## src/rtl/lsu_pkg.sv

```systemverilog
// Shared types and helpers for the load/store stage.
package lsu_pkg;

   typedef enum logic [1:0] {
      MEM_BYTE = 2'b00,
      MEM_HALF = 2'b01,
      MEM_WORD = 2'b10
   } mem_size_t;

   typedef enum logic [2:0] {
      ST_IDLE,
      ST_WRITE,
      ST_READ,
      ST_WAIT,
      ST_WB
   } lsu_state_t;

   typedef struct packed {
      logic [3:0]  mask;
      logic [31:0] data;
   } store_lane_t;

   // Size 2'b11 and any access that straddles its natural alignment is rejected.
   function automatic logic is_illegal(input logic [1:0] size, input logic [1:0] off);
      logic bad;
      case (size)
         MEM_BYTE: bad = 1'b0;
         MEM_HALF: bad = off[0];
         MEM_WORD: bad = (off != 2'b00);
         default:  bad = 1'b1;
      endcase
      return bad;
   endfunction

   // Byte-lane mask and lane-replicated data for a store; RAM picks lanes by mask.
   function automatic store_lane_t store_lanes(input mem_size_t size,
                                               input logic [1:0] off,
                                               input logic [31:0] data);
      store_lane_t lanes;
      lanes.mask = 4'b0000;
      lanes.data = 32'h0;
      case (size)
         MEM_BYTE: begin
            lanes.mask = 4'b0001 << off;
            lanes.data = {4{data[7:0]}};
         end
         MEM_HALF: begin
            lanes.mask = off[1] ? 4'b1100 : 4'b0011;
            lanes.data = {2{data[15:0]}};
         end
         MEM_WORD: begin
            lanes.mask = 4'b1111;
            lanes.data = data;
         end
         default: begin
            lanes.mask = 4'b0000;
            lanes.data = 32'h0;
         end
      endcase
      return lanes;
   endfunction

endpackage

```

## src/rtl/lsu_stage_if.sv

```systemverilog
// Request, RAM and write-back signals of the load/store stage.
interface lsu_stage_if;
   logic        req_valid;
   logic        req_ready;
   logic        req_is_store;
   logic [1:0]  req_size;
   logic        req_unsigned;
   logic [31:0] req_addr;
   logic [31:0] req_store_data;
   logic [4:0]  req_rd_addr;
   logic        rd_ram_en;
   logic [31:0] rd_ram_addr;
   logic [31:0] rd_ram_data;
   logic        wr_ram_en;
   logic [31:0] wr_ram_addr;
   logic [31:0] wr_ram_data;
   logic [3:0]  wr_ram_mask;
   logic        wb_valid;
   logic [4:0]  wb_addr;
   logic [31:0] wb_data;
   logic        misaligned;

   modport slave (
      input  req_valid, req_is_store, req_size, req_unsigned, req_addr,
             req_store_data, req_rd_addr, rd_ram_data,
      output req_ready, rd_ram_en, rd_ram_addr, wr_ram_en, wr_ram_addr,
             wr_ram_data, wr_ram_mask, wb_valid, wb_addr, wb_data, misaligned
   );

   modport master (
      output req_valid, req_is_store, req_size, req_unsigned, req_addr,
             req_store_data, req_rd_addr, rd_ram_data,
      input  req_ready, rd_ram_en, rd_ram_addr, wr_ram_en, wr_ram_addr,
             wr_ram_data, wr_ram_mask, wb_valid, wb_addr, wb_data, misaligned
   );
endinterface

```

## src/rtl/lsu_load_align.sv

```systemverilog
// Picks the addressed byte/half/word out of a RAM word and extends it to 32 bits.
module lsu_load_align
   import lsu_pkg::*;
(
   input  logic [31:0] i_word,
   input  logic [1:0]  i_byte_off,
   input  mem_size_t   i_size,
   input  logic        i_unsigned,
   output logic [31:0] o_data
);

   logic [31:0] w_shifted;

   assign w_shifted = i_word >> {i_byte_off, 3'b000};

   // Extension by size; signedness is irrelevant for full words.
   always_comb begin
      o_data = 32'h0;
      case (i_size)
         MEM_BYTE: o_data = {{24{w_shifted[7]  & ~i_unsigned}}, w_shifted[7:0]};
         MEM_HALF: o_data = {{16{w_shifted[15] & ~i_unsigned}}, w_shifted[15:0]};
         MEM_WORD: o_data = w_shifted;
         default:  o_data = 32'h0;
      endcase
   end

endmodule

```

## src/rtl/lsu_stage.sv

```systemverilog
// Load/store stage between ALU and data RAM.
//
// state    | meaning
// ST_IDLE  | ready for a request; rejects misaligned ones in place
// ST_WRITE | store strobe on the RAM write port
// ST_READ  | read strobe on the RAM read port
// ST_WAIT  | counting down RAM read latency; data captured on exit
// ST_WB    | write-back strobe (suppressed for rd = 0)
//
// Every output is a flop loaded from the next-cycle values computed in the
// combinational process, so strobes line up with the state they belong to.
module lsu_stage
   import lsu_pkg::*;
#(
   parameter int RAM_RD_LATENCY = 1
)(
   input  logic        clk,
   input  logic        reset_n,
   lsu_stage_if.slave  bus
);

   localparam logic [2:0] LP_WAIT_INIT = 3'(RAM_RD_LATENCY - 1);

   lsu_state_t  r_state, w_state_nxt;
   logic [2:0]  r_cnt, w_cnt_nxt;
   logic [1:0]  r_byte_off;
   mem_size_t   r_size;
   logic        r_unsigned;
   logic [4:0]  r_rd;

   logic        r_req_ready, w_req_ready_nxt;
   logic        r_rd_en, w_rd_en_nxt;
   logic [31:0] r_rd_addr, w_rd_addr_nxt;
   logic        r_wr_en, w_wr_en_nxt;
   logic [31:0] r_wr_addr, w_wr_addr_nxt;
   logic [31:0] r_wr_data, w_wr_data_nxt;
   logic [3:0]  r_wr_mask, w_wr_mask_nxt;
   logic        r_wb_valid, w_wb_valid_nxt;
   logic [4:0]  r_wb_addr, w_wb_addr_nxt;
   logic [31:0] r_wb_data, w_wb_data_nxt;
   logic        r_mis, w_mis_nxt;
   logic        w_capture;

   logic        w_accept;
   logic        w_illegal;
   mem_size_t   w_req_size;
   store_lane_t w_lanes;
   logic [31:0] w_load_data;
   logic [31:0] w_aligned_addr;

   assign w_req_size     = mem_size_t'(bus.req_size);
   assign w_accept       = bus.req_valid & r_req_ready;
   assign w_illegal      = is_illegal(bus.req_size, bus.req_addr[1:0]);
   assign w_lanes        = store_lanes(w_req_size, bus.req_addr[1:0], bus.req_store_data);
   assign w_aligned_addr = {bus.req_addr[31:2], 2'b00};

   lsu_load_align u_align (
      .i_word     (bus.rd_ram_data),
      .i_byte_off (r_byte_off),
      .i_size     (r_size),
      .i_unsigned (r_unsigned),
      .o_data     (w_load_data)
   );

   // Next state, next outputs and request capture.
   always_comb begin
      w_state_nxt     = r_state;
      w_cnt_nxt       = r_cnt;
      w_req_ready_nxt = 1'b0;
      w_rd_en_nxt     = 1'b0;
      w_rd_addr_nxt   = 32'h0;
      w_wr_en_nxt     = 1'b0;
      w_wr_addr_nxt   = 32'h0;
      w_wr_data_nxt   = 32'h0;
      w_wr_mask_nxt   = 4'b0000;
      w_wb_valid_nxt  = 1'b0;
      w_wb_addr_nxt   = r_wb_addr;
      w_wb_data_nxt   = r_wb_data;
      w_mis_nxt       = 1'b0;
      w_capture       = 1'b0;
      case (r_state)
         ST_IDLE: begin
            w_req_ready_nxt = 1'b1;
            if (w_accept) begin
               if (w_illegal) begin
                  w_mis_nxt = 1'b1;
               end else if (bus.req_is_store) begin
                  w_capture       = 1'b1;
                  w_state_nxt     = ST_WRITE;
                  w_req_ready_nxt = 1'b0;
                  w_wr_en_nxt     = 1'b1;
                  w_wr_addr_nxt   = w_aligned_addr;
                  w_wr_data_nxt   = w_lanes.data;
                  w_wr_mask_nxt   = w_lanes.mask;
               end else begin
                  w_capture       = 1'b1;
                  w_state_nxt     = ST_READ;
                  w_req_ready_nxt = 1'b0;
                  w_rd_en_nxt     = 1'b1;
                  w_rd_addr_nxt   = w_aligned_addr;
               end
            end
         end
         ST_WRITE: begin
            w_state_nxt     = ST_IDLE;
            w_req_ready_nxt = 1'b1;
         end
         ST_READ: begin
            w_state_nxt = ST_WAIT;
            w_cnt_nxt   = LP_WAIT_INIT;
         end
         ST_WAIT: begin
            if (r_cnt == 3'd0) begin
               w_state_nxt = ST_WB;
               if (r_rd != 5'd0) begin
                  w_wb_valid_nxt = 1'b1;
                  w_wb_addr_nxt  = r_rd;
                  w_wb_data_nxt  = w_load_data;
               end
            end else begin
               w_cnt_nxt = r_cnt - 3'd1;
            end
         end
         ST_WB: begin
            w_state_nxt     = ST_IDLE;
            w_req_ready_nxt = 1'b1;
         end
         default: begin
            w_state_nxt     = ST_IDLE;
            w_req_ready_nxt = 1'b1;
         end
      endcase
   end

   // State, captured request fields and registered outputs.
   always_ff @(posedge clk or negedge reset_n) begin
      if (!reset_n) begin
         r_state     <= ST_IDLE;
         r_cnt       <= 3'd0;
         r_byte_off  <= 2'b00;
         r_size      <= MEM_BYTE;
         r_unsigned  <= 1'b0;
         r_rd        <= 5'd0;
         r_req_ready <= 1'b1;
         r_rd_en     <= 1'b0;
         r_rd_addr   <= 32'h0;
         r_wr_en     <= 1'b0;
         r_wr_addr   <= 32'h0;
         r_wr_data   <= 32'h0;
         r_wr_mask   <= 4'b0000;
         r_wb_valid  <= 1'b0;
         r_wb_addr   <= 5'd0;
         r_wb_data   <= 32'h0;
         r_mis       <= 1'b0;
      end else begin
         r_state     <= w_state_nxt;
         r_cnt       <= w_cnt_nxt;
         if (w_capture) begin
            r_byte_off <= bus.req_addr[1:0];
            r_size     <= w_req_size;
            r_unsigned <= bus.req_unsigned;
            r_rd       <= bus.req_rd_addr;
         end
         r_req_ready <= w_req_ready_nxt;
         r_rd_en     <= w_rd_en_nxt;
         r_rd_addr   <= w_rd_addr_nxt;
         r_wr_en     <= w_wr_en_nxt;
         r_wr_addr   <= w_wr_addr_nxt;
         r_wr_data   <= w_wr_data_nxt;
         r_wr_mask   <= w_wr_mask_nxt;
         r_wb_valid  <= w_wb_valid_nxt;
         r_wb_addr   <= w_wb_addr_nxt;
         r_wb_data   <= w_wb_data_nxt;
         r_mis       <= w_mis_nxt;
      end
   end

   assign bus.req_ready   = r_req_ready;
   assign bus.rd_ram_en   = r_rd_en;
   assign bus.rd_ram_addr = r_rd_addr;
   assign bus.wr_ram_en   = r_wr_en;
   assign bus.wr_ram_addr = r_wr_addr;
   assign bus.wr_ram_data = r_wr_data;
   assign bus.wr_ram_mask = r_wr_mask;
   assign bus.wb_valid    = r_wb_valid;
   assign bus.wb_addr     = r_wb_addr;
   assign bus.wb_data     = r_wb_data;
   assign bus.misaligned  = r_mis;

endmodule
```

## src/flat_wrapper.sv

```systemverilog
// flat-port wrapper written by rule: the top's interface ports become plain ports
module lsu_stage_flat import lsu_pkg::*;
#(
   parameter int RAM_RD_LATENCY = 1
)
  (clk, reset_n, bus_req_valid, bus_req_is_store, bus_req_size, bus_req_unsigned, bus_req_addr, bus_req_store_data, bus_req_rd_addr, bus_rd_ram_data, bus_req_ready, bus_rd_ram_en, bus_rd_ram_addr, bus_wr_ram_en, bus_wr_ram_addr, bus_wr_ram_data, bus_wr_ram_mask, bus_wb_valid, bus_wb_addr, bus_wb_data, bus_misaligned);
  lsu_stage_if bus_i ();
  input  logic clk;
  input  logic reset_n;
  input wire logic [$bits(bus_i.req_valid)-1:0] bus_req_valid;
  input wire logic [$bits(bus_i.req_is_store)-1:0] bus_req_is_store;
  input wire logic [$bits(bus_i.req_size)-1:0] bus_req_size;
  input wire logic [$bits(bus_i.req_unsigned)-1:0] bus_req_unsigned;
  input wire logic [$bits(bus_i.req_addr)-1:0] bus_req_addr;
  input wire logic [$bits(bus_i.req_store_data)-1:0] bus_req_store_data;
  input wire logic [$bits(bus_i.req_rd_addr)-1:0] bus_req_rd_addr;
  input wire logic [$bits(bus_i.rd_ram_data)-1:0] bus_rd_ram_data;
  output wire logic [$bits(bus_i.req_ready)-1:0] bus_req_ready;
  output wire logic [$bits(bus_i.rd_ram_en)-1:0] bus_rd_ram_en;
  output wire logic [$bits(bus_i.rd_ram_addr)-1:0] bus_rd_ram_addr;
  output wire logic [$bits(bus_i.wr_ram_en)-1:0] bus_wr_ram_en;
  output wire logic [$bits(bus_i.wr_ram_addr)-1:0] bus_wr_ram_addr;
  output wire logic [$bits(bus_i.wr_ram_data)-1:0] bus_wr_ram_data;
  output wire logic [$bits(bus_i.wr_ram_mask)-1:0] bus_wr_ram_mask;
  output wire logic [$bits(bus_i.wb_valid)-1:0] bus_wb_valid;
  output wire logic [$bits(bus_i.wb_addr)-1:0] bus_wb_addr;
  output wire logic [$bits(bus_i.wb_data)-1:0] bus_wb_data;
  output wire logic [$bits(bus_i.misaligned)-1:0] bus_misaligned;
  assign bus_i.req_valid = bus_req_valid;
  assign bus_i.req_is_store = bus_req_is_store;
  assign bus_i.req_size = bus_req_size;
  assign bus_i.req_unsigned = bus_req_unsigned;
  assign bus_i.req_addr = bus_req_addr;
  assign bus_i.req_store_data = bus_req_store_data;
  assign bus_i.req_rd_addr = bus_req_rd_addr;
  assign bus_i.rd_ram_data = bus_rd_ram_data;
  assign bus_req_ready = bus_i.req_ready;
  assign bus_rd_ram_en = bus_i.rd_ram_en;
  assign bus_rd_ram_addr = bus_i.rd_ram_addr;
  assign bus_wr_ram_en = bus_i.wr_ram_en;
  assign bus_wr_ram_addr = bus_i.wr_ram_addr;
  assign bus_wr_ram_data = bus_i.wr_ram_data;
  assign bus_wr_ram_mask = bus_i.wr_ram_mask;
  assign bus_wb_valid = bus_i.wb_valid;
  assign bus_wb_addr = bus_i.wb_addr;
  assign bus_wb_data = bus_i.wb_data;
  assign bus_misaligned = bus_i.misaligned;
  lsu_stage #(.RAM_RD_LATENCY(RAM_RD_LATENCY)) u_core (.clk(clk), .reset_n(reset_n), .bus(bus_i));
endmodule
```

## config.mk

```make
export PLATFORM = sky130hd
export DESIGN_NAME = lsu_stage_flat
export DESIGN_NICKNAME = d
export VERILOG_FILES = /design/src/rtl/lsu_pkg.sv /design/src/rtl/lsu_stage_if.sv /design/src/rtl/lsu_load_align.sv /design/src/rtl/lsu_stage.sv /design/src/flat_wrapper.sv
export SDC_FILE = /design/constraint.sdc
export NUM_CORES = 1
export LEC_CHECK = 0
export BUFFER_PORTS_ARGS = -buffer_cell sky130_fd_sc_hd__buf_4
export CAP_MARGIN = 40
export CORE_MARGIN = 2
export CORE_UTILIZATION = 30
export DETAILED_ROUTE_END_ITERATION = 8
export RECOVER_POWER = 100
export SYNTH_ARGS = -nofsm -noshare
export SYNTH_HDL_FRONTEND = slang
export SYNTH_SLANG_ARGS = --single-unit
```

## constraint.sdc

```tcl
create_clock -name clk -period 1.99 [get_ports clk]
set_clock_uncertainty 0.1 [all_clocks]
set_input_delay 0.398 -clock clk [delete_from_list [all_inputs] [get_ports clk]]
set_output_delay 0.398 -clock clk [all_outputs]
set_load 0.02 [all_outputs]
```

==> results.py <==
metrics = {
    "yosys": {
        "synth_top_cells_by_count": "dfrtp_1, and2_1, a21oi_1",
        "synth.area.top_cells": "dfrtp_1, and2_1, a21oi_1",
        "synth_edf_count": 0,
        "yosysTopAreaCell": "dfrtp_1",
        "seq_area_frac_synth": 0.604,
        "netlist_area_mm2": 0.00638,
        "synth_cells": 563,
        "yosysUniqueCellTypes": 47,
        "async_flop_share": 1.00,
        "synth_top_area_share": 0.600,
        "synthFlopType": "dfrtp_1",
        "synth-seq-cells": 154,
        "synth_most_common_cell": "dfrtp_1",
        "yosysWarnings": 0,
        "avgSynthCellArea_um2": 11.3,
    },
    "pwr": {
        "netSwitchingFraction": 0.368,
        "finalPower_mw": 11.2,
        "p_leak_nw": 4.11,
        "power_frac_seq": 0.368,
        "switching_power_mw": 4.11,
        "power.share.clock": 0.306,
        "ir_drop_mv": 0.597,
        "combPwrFrac": 0.325,
        "intPower_mw": 7.05,
        "cellPowerDensity_mw_per_mm2": 1280,
    },
    "route": {
        "ant_nets": 0,
        "postRouteWirelength_um": 18500,
        "drc": 0,
        "first_iter_violations": 202,
        "vias": 5092,
        "viasPerCell": 4.61,
        "post_drt_wl_per_cell_um": 16.7,
        "drt_pass1_iterations": 4,
    },
    "sta": {
        "fmax_mhz": 531,
        "fin_crit_sh": 0.947,
        "hold_viol": 0,
        "maxSlewViolCount": 0,
        "min_period_ps": 1880,
        "rsz0062_at_grt": "false",
        "setup_viol": 0,
        "worst_slew_pin_slew_ps": 971,
        "slew_headroom": 0.353,
    },
    "floorplanning": {
        "core_area_mm2": 0.0210,
        "ios": 250,
        "rows": 53,
        "die_area_mm2": 0.0225,
        "start_util": 0.305,
        "die_w_um": 150,
        "die_h_um": 150,
    },
    "global_route": {
        "grt_pass1_vias": 5123,
        "grt.met3_usage": 0.0662,
        "use_met1": 0.201,
        "grt.busiest_layer": "met2",
        "grt_start_max_net_pins": 62,
        "antenna_found_initial": 0,
        "use_met2": 0.276,
        "grt_pass1_wl_um": 28400,
        "overflow": 0,
        "grt_usage": 0.166,
    },
    "min_path": {
        "hp-start": "bus_req_addr[20]",
        "hold_class": "in2reg",
    },
    "placed_design": {
        "gp_congestion": 0.760,
        "placed_area_mm2": 0.00864,
        "hpwlAfterDp_um": 13600,
        "port-buffer-count": 245,
    },
    "critical_path": {
        "path_class": "reg2reg",
        "required_ps": 2200,
        "cp.arrival_ps": 2090,
        "crit_start": "u_core.r_rd[0]",
        "cp-start-kind": "register",
        "reg2reg_from": "u_core.r_rd[0]",
        "end_kind": "register",
        "critPathMaxFanout": 11,
    },
    "finish": {
        "final_nets": 926,
        "drive_above_1_share": 0.224,
        "area_growth_pct": 36.6,
        "final_util": 0.416,
        "multi_input_area_mm2": 0.00231,
        "antennaDiodeCount": 0,
        "stdcell_area_mm2": 0.00872,
        "fillers": 2197,
        "regArea_mm2": 0.00385,
    },
    "outcome": {
        "status": "completed",
    },
    "clock_network": {
        "cts_tree": "built",
        "clock_path_buffers": 2,
        "clock_sink_count": 154,
        "cts_made_buffers": 17,
        "clk_pin_slew_worst_paths_ps": 70,
        "cts_root_buffer": "clkbuf_16",
        "cts_max_level": 4,
        "clock_latency_ps": 420,
    },
    "job": {
        "drv_cap": 0,
    },
}
## metrics by stage
stage | instances | worst slack [ps] | hold WS (ps) | setup TNS [ps]
6_report | 1104 | 106 | 85.2 | 0
5_1_grt | 1104 | 8.14 | 62.6 | 0
4_1_cts | 1104 | 89.4 | 62.9 | 0
3_5_place_dp | 1071 | 101 | 223 | 0
3_3_place_gp | 1069 | -33.1 | 223 | -142
2_1_floorplan | 566 | 322 | 2.41 | 0
## logic make-up after synthesis
logic type,after synthesis,share of synthesized area
XOR/XNOR,1,0.00137
flip-flops,154,0.604
buffers and inverters,50,0.0384
adder cells (fa/ha/maj),2,0.00392
AND/OR/NAND/NOR,187,0.160
other,1,0.000587
AO/OA/AOI/OAI,138,0.141
multiplexers,30,0.0511
## power by group through the flow
stage	sequential (mW)	combinational [mW]	clock (mW)
after floorplan	4.69	1.91	0
after global placement	4.18	4.04	0
after detailed placement	4.18	4.10	0
after CTS	4.13	4.11	3.50
after global routing	4.19	3.99	3.66
final	4.11	3.63	3.42
## worst max-delay path: stages (launching register included)
cell,delay [ps]
dfrtp_1,390
nor4_1,410
a211o_4,230
clkbuf_2,260
mux2_2,360
## timing repair
action | in CTS | in global routing
hold buffers | 1 | 0
endpoints found under the setup margin | 0 | 15
endpoints found under the hold margin | 30 | 0
gates resized for setup | 0 | 3
buffers inserted | 0 | 0
## flip-flops by register name, summed over array words and instances (netlist names), 3 cells and up
register and cells:
u_core.bus.wr_ram_mask 4, u_core.bus.rd_ram_addr 30, u_core.r_state 3, u_core.bus.wr_ram_data 32, u_core.bus.wb_addr 5, u_core.bus.wb_data 32
u_core.bus.wr_ram_addr 30, u_core.r_rd 5, u_core.r_cnt 3
## area by class of cell
type	count	share of cell area
sequential	154	0.442
inverter	10	0.00430
clock buffer	17	0.0488
multi-input combinational	362	0.264
timing repair buffer	271	0.179
clock inverter	15	0.0224
tap	275	0.0394
## path summary, 6_finish.rpt
path	depth (start not counted)	slack [ps]	endpoint
max in group asynchronous	3	240	u_core.bus.req_ready
setup reg to reg	4	110	u_core.bus.wb_addr[3]
hold reg to reg	2	380	u_core.bus.wb_data[10]
setup / recovery	4	110	u_core.bus.wb_addr[3]
min in group asynchronous	2	570	u_core.bus.wb_data[14]
hold / removal	2	90	u_core.bus.rd_ram_addr[20]
## layout by cell type, fill, tap and decap left out, types with 7 or more instances in the layout
cell,Yosys,routed
o21ai_0,19,28
a22oi_1,8,8
dfrtp_1,153,153
clkbuf_1,10,139
a211o_1,8,7
a2bb2oi_1,16,16
mux2_2,11,11
buf_4,8,119
a21oi_1,45,45
inv_1,10,10
a32o_1,7,7
nand2_1,37,37
nor2_1,41,41
mux2i_1,18,18
o21ai_1,19,10
and2_0,0,13
nand3b_1,9,10
and2_1,68,55
nor2b_1,18,18
clkbuf_16,0,17
## metal layers
layer,up-vias,routed length [um],part of all wire
met1,2475,7590,0.41
met5,-,0,0
met4,0,185,0.010
met3,15,1700,0.092
met2,180,9000,0.49
li1,2422,-,-
(Power assumes the default switching activity.)
